$ cat config.mk
export PLATFORM = sky130hd
export DESIGN_NAME = lift_dispatcher
export DESIGN_NICKNAME = d
export VERILOG_FILES = /design/src/rtl/lift_dispatcher.sv
export SDC_FILE = /design/constraint.sdc
export NUM_CORES = 1
export LEC_CHECK = 0
export ABC_AREA = 0
export CELL_PAD_IN_SITES_DETAIL_PLACEMENT = 0
export CELL_PAD_IN_SITES_GLOBAL_PLACEMENT = 1
export CORE_ASPECT_RATIO = 1.2
export CORE_MARGIN = 1
export CORE_UTILIZATION = 38
export CTS_CLUSTER_SIZE = 40
export DETAILED_ROUTE_END_ITERATION = 10
export GPL_TIMING_DRIVEN = 0
export PLACE_DENSITY = 0.88
export SYNTH_ARGS = -nofsm -noshare
export SYNTH_HDL_FRONTEND = slang
export SYNTH_SLANG_ARGS = --single-unit
export TNS_END_PERCENT = 10
$ cat constraint.sdc
create_clock -name clk -period 2.8 [get_ports clk]
set_clock_uncertainty 0.2 [all_clocks]
set_input_delay 0.56 -clock clk [delete_from_list [all_inputs] [get_ports clk]]
set_output_delay 0.56 -clock clk [all_outputs]
set_load 0.1 [all_outputs]
$ cat src/rtl/lift_dispatcher.sv
`default_nettype none
// ============================================================================
//  Module   : lift_dispatcher
//  Purpose  : Command side of a three-floor lift. Latches call buttons, runs
//             a SCAN (collective) policy and issues one-cycle up/down pulses
//             to the floor controller, timing the door at each served floor.
//  Ports    : clk        - system clock, rising edge
//             reset      - asynchronous active-low reset
//             call[2:0]  - call buttons, bit i requests floor code i+1
//             floor_in   - floor code from the controller (1..3, 0 illegal)
//             up / down  - one-cycle move commands (never high together)
//             door_open  - door open at the current floor
//             dir_up     - current SCAN direction (1 = up, 0 = down)
//             pending    - latched outstanding calls
//             busy       - FSM not in IDLE
//             fault      - sticky illegal-floor flag
//  Revision : 1.0 - initial release
// ============================================================================
module lift_dispatcher #(
    parameter int DOOR_CYCLES   = 4,
    parameter int SETTLE_CYCLES = 2
) (
    input  logic       clk,
    input  logic       reset,
    input  logic [2:0] call,
    input  logic [1:0] floor_in,
    output logic       up,
    output logic       down,
    output logic       door_open,
    output logic       dir_up,
    output logic [2:0] pending,
    output logic       busy,
    output logic       fault
);

    localparam int MAX_CYCLES = (DOOR_CYCLES > SETTLE_CYCLES) ? DOOR_CYCLES : SETTLE_CYCLES;
    localparam int CNT_W      = $clog2(MAX_CYCLES + 1);

    // Counters load "cycles - 1" and exit on zero.
    localparam logic [CNT_W-1:0] DOOR_LAST   = CNT_W'(DOOR_CYCLES - 1);
    localparam logic [CNT_W-1:0] SETTLE_LAST = CNT_W'(SETTLE_CYCLES - 1);
    localparam logic [CNT_W-1:0] CNT_ONE     = CNT_W'(1);

    typedef enum logic [2:0] {
        S_IDLE    = 3'd0,
        S_MOVE_UP = 3'd1,
        S_MOVE_DN = 3'd2,
        S_SETTLE  = 3'd3,
        S_DOOR    = 3'd4,
        S_FAULT   = 3'd5
    } state_t;

    state_t           state;
    state_t           state_d;
    logic [CNT_W-1:0] cnt;
    logic [CNT_W-1:0] cnt_d;
    logic             dir_d;
    logic [2:0]       clr;
    logic [2:0]       floor_hot;
    logic             above;
    logic             below;
    logic             here;

    // Call position relative to the car. An illegal floor code yields no
    // one-hot bit, so nothing is ever cleared against floor 0.
    always_comb begin
        floor_hot = 3'b000;
        above     = 1'b0;
        below     = 1'b0;
        case (floor_in)
            2'd1: begin
                floor_hot = 3'b001;
                above     = pending[1] | pending[2];
            end
            2'd2: begin
                floor_hot = 3'b010;
                above     = pending[2];
                below     = pending[0];
            end
            2'd3: begin
                floor_hot = 3'b100;
                below     = pending[0] | pending[1];
            end
            default: begin
                floor_hot = 3'b000;
            end
        endcase
        here = |(pending & floor_hot);
    end

    // Next-state logic
    always_comb begin
        state_d = state;
        cnt_d   = cnt;
        dir_d   = dir_up;
        clr     = 3'b000;
        case (state)
            S_IDLE: begin
                if (floor_in == 2'd0) begin
                    state_d = S_FAULT;
                end else if (here) begin
                    state_d = S_DOOR;
                    cnt_d   = DOOR_LAST;
                    clr     = floor_hot;
                end else if (dir_up && above) begin
                    state_d = S_MOVE_UP;
                end else if (!dir_up && below) begin
                    state_d = S_MOVE_DN;
                end else if (above) begin
                    // Nothing ahead in the old direction: reverse
                    state_d = S_MOVE_UP;
                    dir_d   = 1'b1;
                end else if (below) begin
                    state_d = S_MOVE_DN;
                    dir_d   = 1'b0;
                end
            end
            S_MOVE_UP, S_MOVE_DN: begin
                state_d = S_SETTLE;
                cnt_d   = SETTLE_LAST;
            end
            S_SETTLE: begin
                if (cnt == '0) begin
                    state_d = S_IDLE;
                end else begin
                    cnt_d = cnt - CNT_ONE;
                end
            end
            S_DOOR: begin
                // Calls for this floor are absorbed while the door is open
                clr = floor_hot;
                if (cnt == '0) begin
                    state_d = S_IDLE;
                end else begin
                    cnt_d = cnt - CNT_ONE;
                end
            end
            S_FAULT: begin
                state_d = S_FAULT;
            end
            default: begin
                state_d = S_IDLE;
            end
        endcase
    end

    // State and registered outputs. Outputs decode the next state so each
    // command lines up with the cycle the FSM spends in that state.
    always_ff @(posedge clk or negedge reset) begin
        if (!reset) begin
            state     <= S_IDLE;
            cnt       <= '0;
            dir_up    <= 1'b1;
            pending   <= 3'b000;
            up        <= 1'b0;
            down      <= 1'b0;
            door_open <= 1'b0;
            busy      <= 1'b0;
            fault     <= 1'b0;
        end else begin
            state     <= state_d;
            cnt       <= cnt_d;
            dir_up    <= dir_d;
            pending   <= (pending | call) & ~clr;
            up        <= (state_d == S_MOVE_UP);
            down      <= (state_d == S_MOVE_DN);
            door_open <= (state_d == S_DOOR);
            busy      <= (state_d != S_IDLE);
            fault     <= (state_d == S_FAULT);
        end
    end

endmodule
`default_nettype wire

==> results of run 1 <==
kinds of logic (layout without fill, tap and decap cells):
| group | count (synthesis) | count (layout) | synth area share (%) |
|---|---|---|---|
| simple gates | 35 | 35 | 21.6 |
| compound gates | 27 | 27 | 20.0 |
| flops | 15 | 15 | 43.3 |
| buf+inv | 8 | 28 | 5.32 |
| fa+ha+maj | 6 | 6 | 8.63 |
| mux | 1 | 1 | 1.15 |
worst paths after layout:
path / slack [ns] / startpoint / end / cells past startpoint
max in group asynchronous: 1.50 / reset / pending[1] / 1
worst min register to register: 0.27 / dir_up / dir_up / 2
min in group asynchronous: 0.47 / reset / pending[2] / 1
worst max register to register: 0.52 / cnt[0] / busy / 8
worst min-delay path: 0.27 / dir_up / dir_up / 2
worst max-delay path: 0.08 / dir_up / dir_up / 1
repair_timing:
action | 4_1_cts | 5_1_grt
setup buffers | 0 | 1
resized for setup | 0 | 1
setup endpoints to repair | 0 | 7
worst reg2reg max path, cell delays in order, from the launching register on:
cell and delay (ns):
dfrtp_1 0.41, inv_1 0.08, ha_1 0.19, nor2b_1 0.37, a21o_1 0.17, nand2_1 0.05, a32oi_1 0.24, inv_1 0.09
or3_1 0.36
routing by layer:
layer	GRT usage (%)	routed length, µm	share of wire, %
met5	0	0	0
met4	10.6	46	2.6
met3	2.97	55	3.1
met2	27.6	852	48
met1	20.4	819	46
Yosys cell counts (2+ instances only):
library cell and number:
or3_1 2, ha_1 6, a21o_1 3, o21ai_0 5, a21oi_1 8, and2_1 2
o21a_1 2, nand2_1 8, nand2b_1 2, nand4_1 2, dfrtp_1 14, buf_6 2
inv_1 5, nor2_1 9
sequential cells by signal, summed over array words and instances, names as in the netlist:
name,count
busy,1
cnt,3
dir_up,1
door_open,1
down,1
fault,1
pending,3
state,3
up,1
power breakdown:
group	switching, µW	internal (µW)
clock	76.0	53.2
combinational	349	187
sequential	32.5	277
final cells by class:
type / instances / area, µm² / area share (%)
clock inverter: 1 / 5.00 / 0.455
sequential: 15 / 377 / 34.2
clock buffer: 3 / 22.5 / 2.05
timing repair buffer: 16 / 158 / 14.3
buffer: 3 / 27.5 / 2.50
tap: 30 / 37.5 / 3.41
multi-input combinational: 69 / 454 / 41.3
inverter: 5 / 18.8 / 1.71
per-stage QoR:
stage          setup slack [ns]  total power [µW]  hold WS [ns]  std cells  utilization (%)
2_1_floorplan             0.272               731        0.0644         92                -
3_3_place_gp             -0.309               837         0.254        137             49.9
3_5_place_dp             -0.299               847         0.257        137             49.9
4_1_cts                0.000273               979         0.269        141             51.2
5_1_grt                  0.0113              1050         0.292        142             52.0
6_report                 0.0833               974         0.267        142             52.0
cell usage in the layout, fill, tap and decap left out, types with 2 or more instances in the layout:
master / n
nand4_1: 2
nand2_1: 8
o21a_1: 2
a21o_1: 3
and2_1: 2
or3_1: 2
a21oi_1: 8
clkbuf_4: 3
o21ai_0: 5
nand2b_1: 2
buf_6: 2
ha_1: 6
nor2_1: 9
inv_1: 5
clkdlybuf4s50_1: 15
dfrtp_1: 14
==> reports/metrics.cfg, run 1 <==
[outcome]
status=completed

[finish]
fin_area_mm2=0.00110
area_delta_synth_final_pct=26.5
antenna_cells=0
fill_cells=217
layout-drive-gt1-share_pct=12.5
fin_nets=126

[yosys]
ys.flop_type=dfrtp_1
synth_nets=105
ys_seq_elements=15
yosysUniqueCellTypes=36
yosys.area.top_type=dfrtp_1
async_flop_share_pct=100
ys_seq_area_share_pct=43.3
synth_top_area_share_pct=40.3
syn_area_um2=870
avgSynthCellArea_um2=9.45
ys_top_cells_by_area=dfrtp_1 (40%), ha_1 (8.6%), a21oi_1 (4.6%)
synth_enable_flop_cells=0
synthCells=92
ys_warn_count=0

[die]
num_io_pins=16
die_h_um=54.4
row_count=18
die-area_mm2=0.00248
fp.dieW_um=45.7
start_util_pct=41.1
core_mm2=0.00212

[grt]
grt.overflow.total=0
track_usage_pct=17.0
grt_pass1_wl_mm=2.93
grt_max_degree=16
antenna_found_initial=0
grt_pass1_vias=674

[cts]
h-tree-depth=1
cts.path.max_buffers=2
cts_buffers=3
clk_pin_slew_ns=0.09
worst_skew_pair.late_latency_ns=0.29
cts_tree=built
cts_hold_buf=0
root_buffer=clkbuf_4
clock_sinks=15

[placement]
hpwl_mm=1.33
globalplace.congestion=0.829
portBuffers=15
dpl_cell_area_mm2=0.00106

[sta]
finalHoldViolCount=0
rsz0062_at_grt=no
setup_violations=0
final.period_utilization_pct=97.0
fmax_mhz=368
worstMarginPinSlew_ns=0.974
slew_viol_final=0
finalCriticalPeriod_ns=2.72
fin_setup_tns_ns=0
relSlewSlack_pct=34.9

[worst_setup_path]
cp-start-kind=flip-flop
crit_family=buffers and inverters
crit_chain=clkdlybuf4s50_1
cp_num_buf_inv=1
cp_slowest_cell=clkdlybuf4s50_1
critPathCaptureType=primary output
crit_arrival_ns=1.96
cp_slowest_stage_delay_ns=1.12
path_class=reg -> out
cp_max_fo=3
required_ns=2.04

[drt]
via_per_inst=5.22
drcViolationCount=0
ant_nets=0
drt-initial-drc-count=6
drt_wl_total_mm=1.77
wire_per_inst_um=12.5
route.vias.total=741
drtPass1Iterations=4

[pwr]
leakage_uw=0.000497
power.density_mw_per_mm2=886
vdd_ir_drop_max_mv=0.679

[hold_path]
hold_class=reg -> reg

[run]
maxCapViolations=0

(Power assumes the default switching activity.)
==> run 2: changes to the inputs <==
--- a/config.mk
+++ b/config.mk
@@ -15,6 +15,7 @@
 export DETAILED_ROUTE_END_ITERATION = 10
 export GPL_TIMING_DRIVEN = 0
 export PLACE_DENSITY = 0.88
+export SLEW_MARGIN = 20
 export SYNTH_ARGS = -nofsm -noshare
 export SYNTH_HDL_FRONTEND = slang
 export SYNTH_SLANG_ARGS = --single-unit
==> results of run 2 <==
Final layout, timing and power as in run 1 (identical DEF).
==> run 3: changes to the inputs <==
--- a/config.mk
+++ b/config.mk
@@ -11,7 +11,7 @@
 export CORE_ASPECT_RATIO = 1.2
 export CORE_MARGIN = 1
 export CORE_UTILIZATION = 38
-export CTS_CLUSTER_SIZE = 40
+export CTS_CLUSTER_SIZE = 24
 export DETAILED_ROUTE_END_ITERATION = 10
 export GPL_TIMING_DRIVEN = 0
 export PLACE_DENSITY = 0.88
==> results of run 3 <==
Final layout, timing and power as in run 1 (identical DEF).
